$ cat config.mk
export PLATFORM = sky130hd
export DESIGN_NAME = avion_mem_arbiter
export DESIGN_NICKNAME = d
export VERILOG_FILES = /design/src/rtl/avion_pkg.sv /design/src/rtl/avion_rr_pick.sv /design/src/rtl/avion_mem_arbiter.sv
export SDC_FILE = /design/constraint.sdc
export NUM_CORES = 1
export LEC_CHECK = 0
export CAP_MARGIN = 30
export CORE_MARGIN = 8
export CORE_UTILIZATION = 29
export CTS_CLUSTER_DIAMETER = 200
export DETAILED_ROUTE_END_ITERATION = 16
export GPL_TIMING_DRIVEN = 0
export PLACE_DENSITY = 0.78
export SLEW_MARGIN = 25
export SYNTH_ARGS = -nofsm -noshare
export SYNTH_HDL_FRONTEND = slang
export SYNTH_SLANG_ARGS = --single-unit
$ cat constraint.sdc
create_clock -name clk -period 2 [get_ports clk]
set_input_delay 0.4 -clock clk [delete_from_list [all_inputs] [get_ports clk]]
set_output_delay 0.4 -clock clk [all_outputs]
set_load 0.1 [all_outputs]
$ cat src/rtl/avion_pkg.sv
// avion_pkg: shared widths, port indices and arbiter state encoding for the avion memory arbiter
package avion_pkg;
  localparam int AVION_ADDR_W = 6;
  localparam int AVION_DATA_W = 10;
  localparam logic PORT_CPU = 1'b0;
  localparam logic PORT_HOST = 1'b1;
  typedef enum logic {ARB_FREE, ARB_LOCKED} arb_state_e;
endpackage

$ cat src/rtl/avion_rr_pick.sv
// avion_rr_pick: 2-way round-robin picker; the port not granted last wins a tie
module avion_rr_pick (
  input  logic       req0,
  input  logic       req1,
  input  logic       last_gnt,
  output logic [1:0] gnt
);
  always_comb begin
    gnt[0] = req0 && (!req1 || last_gnt);
    gnt[1] = req1 && (!req0 || !last_gnt);
  end
endmodule

$ cat src/rtl/avion_mem_arbiter.sv
// avion_mem_arbiter: round-robin share of a single-port RAM between CPU and host loader
// Define AVION_ARB_LOCK_EN to add lock0/lock1 for atomic read-modify-write ownership.
module avion_mem_arbiter
  import avion_pkg::*;
#(
  parameter int ADDRESS_WIDTH = AVION_ADDR_W,
  parameter int DATA_WIDTH = AVION_DATA_W,
  parameter int CNT_WIDTH = 8
) (
  input  logic                     clk,
  input  logic                     rst,
  input  logic                     req0,
  input  logic                     we0,
  input  logic [ADDRESS_WIDTH-1:0] addr0,
  input  logic [DATA_WIDTH-1:0]    wdata0,
  output logic                     gnt0,
  output logic                     rvalid0,
  input  logic                     req1,
  input  logic                     we1,
  input  logic [ADDRESS_WIDTH-1:0] addr1,
  input  logic [DATA_WIDTH-1:0]    wdata1,
  output logic                     gnt1,
  output logic                     rvalid1,
`ifdef AVION_ARB_LOCK_EN
  input  logic                     lock0,
  input  logic                     lock1,
`endif
  output logic [DATA_WIDTH-1:0]    rdata,
  output logic                     ram_we,
  output logic [ADDRESS_WIDTH-1:0] ram_addr,
  output logic [DATA_WIDTH-1:0]    ram_wdata,
  input  logic [DATA_WIDTH-1:0]    ram_rdata,
  output logic [CNT_WIDTH-1:0]     contention_cnt
);
  logic       last_gnt, rd_pend0, rd_pend1, elig0, elig1;
  logic [1:0] pick;
`ifdef AVION_ARB_LOCK_EN
  arb_state_e state, state_nx;
  logic       owner, owner_nx;
  always_ff @(posedge clk) begin
    if (rst) begin
      state <= ARB_FREE;
      owner <= PORT_CPU;
    end else begin
      state <= state_nx;
      owner <= owner_nx;
    end
  end
  // while locked every grant belongs to the owner, so its lock bit alone decides the next state
  always_comb begin
    state_nx = state;
    owner_nx = owner;
    if (gnt0 || gnt1) begin
      state_nx = (gnt0 ? lock0 : lock1) ? ARB_LOCKED : ARB_FREE;
      owner_nx = gnt1 ? PORT_HOST : PORT_CPU;
    end
  end
  assign elig0 = req0 && !(state == ARB_LOCKED && owner != PORT_CPU);
  assign elig1 = req1 && !(state == ARB_LOCKED && owner != PORT_HOST);
`else
  assign elig0 = req0;
  assign elig1 = req1;
`endif
  avion_rr_pick u_pick (.req0(elig0), .req1(elig1), .last_gnt(last_gnt), .gnt(pick));
  always_comb begin
    gnt0 = !rst && pick[0];
    gnt1 = !rst && pick[1];
    ram_we = gnt0 ? we0 : gnt1 && we1;
    ram_addr = gnt0 ? addr0 : gnt1 ? addr1 : '0;
    ram_wdata = gnt0 ? wdata0 : gnt1 ? wdata1 : '0;
    rdata = ram_rdata;
    rvalid0 = rd_pend0 && !rst;
    rvalid1 = rd_pend1 && !rst;
  end
  always_ff @(posedge clk) begin
    if (rst) begin
      last_gnt <= 1'b1;
      rd_pend0 <= 1'b0;
      rd_pend1 <= 1'b0;
      contention_cnt <= '0;
    end else begin
      if (gnt0 || gnt1) last_gnt <= gnt1;
      rd_pend0 <= gnt0 && !we0;
      rd_pend1 <= gnt1 && !we1;
      if (req0 && req1 && !(&contention_cnt)) contention_cnt <= contention_cnt + 1'b1;
    end
  end
endmodule

Yosys cells after proc, flatten, opt, wreduce, memory -nomap -nowiden --
Index checks and enable logic that the tools add are counted.
Word-level totals: bits in registers 11, input bits 48, output and inout bits 39
Cells by class: add/sub/neg operators 1, muxes and demuxes 5, reductions and logical operators 22
Operator list (number):
- $mux 10 | 2
- $mux 6 | 2
- $logic_and 1x1->1 | 11
- $add 8x1->8 const B | 1
- $reduce_and 8->1 | 1
- $logic_not 1->1 | 7
- $logic_or 1x1->1 | 3
- $mux 1 | 1

Longest topological paths before layout --
depth in word-level cells 6, gate-level depth with buffers 5

Cells and area by module --
From an unflattened synthesis, not the netlist that was laid out.
Unflattened totals: cell total of the unflattened synthesis 94, area, all modules 770.7 sq um
By module, submodules not included:
- avion_mem_arbiter | instances 1, cells each 91, area an instance 752.0 sq um
- avion_rr_pick | instances 1, cells each 3, area an instance 18.8 sq um

Worst setup path before layout --
No wires, ideal clock.
kind input to output, start input port rst, end output port rvalid0, arrival time 2087 ps, required time 1600 ps, slack -487 ps, cell stages on the path 3, cells stage by stage buf_2 buf_1 nor2b_1
Between the ends: word-level cells in the longest chain between the ends 2
Ends and longest elaborated chain:
- start: declaration | line avion_mem_arbiter.sv:11 | input logic rst,
- $logic_not 1->1 | line avion_mem_arbiter.sv:72 | rvalid0 = rd_pend0 && !rst;
- $logic_and 1x1->1 | line avion_mem_arbiter.sv:72
- end: declaration | line avion_mem_arbiter.sv:17 | output logic rvalid0,
No other way between the ends.

Worst setup path in the final report --
start register last_gnt, end output port ram_wdata[3]
Between the ends: word-level cells in the longest chain between the ends 6, elaborated cells on any way between the ends 9, those cells by class mux (2); reduce/logical (7)
Ends and longest elaborated chain:
- start: declaration | line avion_mem_arbiter.sv:35 | logic last_gnt, rd_pend0, rd_pend1, elig0, elig1;
- start signal: assignment | line avion_mem_arbiter.sv:82 | if (gnt0 || gnt1) last_gnt <= gnt1;
- $logic_not 1->1 | line avion_rr_pick.sv:10 | gnt[1] = req1 && (!req0 || !last_gnt);
- $logic_or 1x1->1 | line avion_rr_pick.sv:10
- $logic_and 1x1->1 | line avion_rr_pick.sv:10
- $logic_and 1x1->1 | line avion_mem_arbiter.sv:67 | gnt1 = !rst && pick[1];
- $mux 10 | line avion_mem_arbiter.sv:70 | ram_wdata = gnt0 ? wdata0 : gnt1 ? wdata1 : '0;
- $mux 10 * | line avion_mem_arbiter.sv:70
- end: declaration | line avion_mem_arbiter.sv:31 | output logic [DATA_WIDTH-1:0] ram_wdata,
Every way passes the cells marked *; elsewhere a longest branch is shown, timed or not.

==> qor.txt <==
Detailed-route DRC error count -> 0
VDD IR-drop max -> 0.412 mV
Failing checks -> setup timing
Width of the die -> 70.4 um
Setup TNS Final -> -278 ps
DR vias/cell -> 5.31
Reg2reg setup slack -> 390 ps
RSZ-0062 raised after global routing -> true
Slowest stage delay, CP -> 360 ps
Syn_nets -> 143
Main synth FF type -> dfxtp_1
Nature of the critical path endpoint -> primary output
Delay-heaviest family, CP -> buffers and inverters
CTS root buf -> clkbuf_4
Synthesized cell area -> 858 um^2
R2r endpoint -> contention_cnt[3]
TritonRoute pass-1 iters -> 4
I/O pin cnt -> 87
Post-route ant nets -> 0
PnR worst setup slack -> -27.0 ps
PortBufs -> 75
Synth top area cells -> dfxtp_1 26%, a22o_1 10%, buf_4 8.7%, a22o_2 7.0%, nand2b_1 2.9%
Mapped Cells -> 94
Post-synthesis register bit count -> 11
Status -> finished, violations left
Critical path startpoint -> last_gnt
First-pass GRT wire length -> 6470 um
Fill count -> 158
Detailed-route wire length per cell -> 21.3 um
Largest net degree at the start of global routing -> 11
Top cells by count, synth -> 11 x dfxtp_1, 10 x a22o_1, 10 x buf_4
Crit path to -> ram_wdata[3]
# H-tree levels -> 1
Worst path cell trace -> buf_6, nor2b_4, nor3b_4, buf_12, buf_12, a22o_4, buf_12
Final Hold Viols -> 0
Number of global-route vias before repair -> 1249
Layout area overhead -> 142%
DR WL met3 -> 669 um
Post-Route Hold Slack -> 482 ps
Total GRT Usage -> 16.4%
Global placer's final weighted congestion -> 0.717
Layout cells sized above 1 -> 45.1%
CP required -> 1600 ps
Worst Tran Pin Value -> 967 ps
Pwr Total -> 1.06 mW
Global route total overflow -> 0
Clk buf depth -> 2
TritonCTS clock tree -> built
Critical setup path kind -> reg2out
Crit. path cell count -> 7
Netlist cell types -> 38
Row count -> 19
Normalized max-slew margin -> 35.5%
Register area share after synthesis -> 25.7%
Sink Count -> 11
Routed WL -> 4540 um
DR top layer -> met4
Post-synth EDFFs -> 0
Met2 wire len -> 2160 um
Ant diodes -> 0
Synth area leader -> dfxtp_1
Total CTS buffers -> 3
Chip height -> 70.4 um
Most frequent cell after synthesis -> dfxtp_1
Critical path peak fanout -> 10
Post-synth top area share -> 25.7%
Peak Freq -> 493 MHz
Clk_lat worst skew -> 280 ps
Max Slew Vio Count -> 0
Minimum clock period after layout -> 2030 ps
P_leak -> 0.933 nW
Cell mode on critical path -> buf_12
Worst min path class -> in2reg
Initial antenna violation count -> 0
Combined flip-flop and latch cell area -> 224 um^2
M1 wire length -> 1600 um
Syn. warnings -> 0
HPWL after DPL -> 3050 um
Worst-path clk slew -> 70 ps
Startpoint class of the critical path -> register
Period utilization -> 101%
Initial DRC Count -> 72
Synth Area per Inst -> 9.13 um^2
Core area -> 2780 um^2
Die Area -> 4960 um^2
NumNets Final -> 232
R2R depth -> 4
Ys async rst share -> 0%
Multi-input gate area -> 628 um^2
Final setup fails -> 16
Crit path max-delay cell type -> dfxtp_2
Crit path buf inv count -> 4
Starting density of the core -> 30.9%
Layout Cells excl Fill -> 213
Clock Skews -> 2.57 ps
Max Cap Viol -> 0
R2r startpoint -> contention_cnt[0]
Via count -> 1130
Placed instance count -> 200
PwrDens -> 508 nW/um^2
WP data arrival -> 1630 ps
cell usage in the layout, fill, tap and decap left out, drive strengths merged:
master and instances:
a21oi 1, and3b 1, o21bai 1, nor2b 4, clkdlybuf4s18 1, inv 3
a311oi 2, nor2 5, dlygate4sd2 10, and4 3, dlymetal6s2s 2, mux2i 1
mux2 2, nand2b 4, a41oi 1, clkdlybuf4s15 4, nand4 2, a211oi 2
dfxtp 11, nor4 2, ha 1, nor3b 2, nor3 2, a31oi 2
nand3 1, clkbuf 9, buf 44, nand2 3, a22o 17, o21a 1
clkdlybuf4s50 34, and3 2, and2b 1, o21ai 1
power breakdown:
group	leakage, nW	switching [mW]	internal [mW]	total (mW)
sequential	0.0899	0.00696	0.225	0.232
combinational	0.828	0.399	0.263	0.662
clock	0.0150	0.0845	0.0777	0.162
registers in the layout, summed over array words and instances, names as in the netlist:
signal / cells
contention_cnt: 8
last_gnt: 1
rd_pend0: 1
rd_pend1: 1
routing by layer:
metal	up-vias	GRT usage, %
li1	527	-
met1	529	15.1
met2	67	26.5
met3	7	12.3
met4	0	7.37
met5	-	0
through the flow:
stage	setup slack (ps)	instance area [um^2]	utilization (%)
floorplan	-487	926	-
global placement	-1400	1720	61.7
detailed placement	-1420	1720	61.7
CTS	-0.775	2030	72.8
global route	-82.2	2080	74.8
finish	-27.0	2080	74.8
kinds of logic after synthesis:
logic type      after synthesis  share of synthesized area (%)
flops                        11                           25.7
simple gates                 32                           24.6
buf+inv                      19                           16.0
fa+ha+maj                     1                           1.46
mux                           3                           3.79
compound gates               28                           28.4
worst reg2reg max path: stages, from the launching register on:
cell and delay, ps:
dfxtp_2 370, ha_1 250, and4_1 240, a211oi_1 290, mux2_2 360
how the worst min path moves through the flow:
stage	start	end	slack [ps]	cells past startpoint
floorplan	we1	rd_pend1	470	1
global placement	contention_cnt[1]	contention_cnt[1]	490	2
detailed placement	contention_cnt[1]	contention_cnt[1]	510	2
CTS	req1	last_gnt	460	3
global route	req1	last_gnt	470	3
finish	req1	last_gnt	480	3
area by class of cell:
class                           count  area share, %
Sequential cell                    11           10.8
Multi-Input combinational cell     64           30.2
Tap cell                           31           1.86
Buffer                             16           6.55
Timing Repair Buffer               84           48.8
Inverter                            3          0.541
Clock buffer                        4           1.26
timing repair:
action                     CTS  global route
setup buffers                4             3
gates cloned                 2             0
setup endpoints to repair   37            28
pin swaps                    2             9
hold buffers                 0             0
resized for setup          208            18
hold endpoints to repair     0             0
Power figures use the tool's default switching activity.
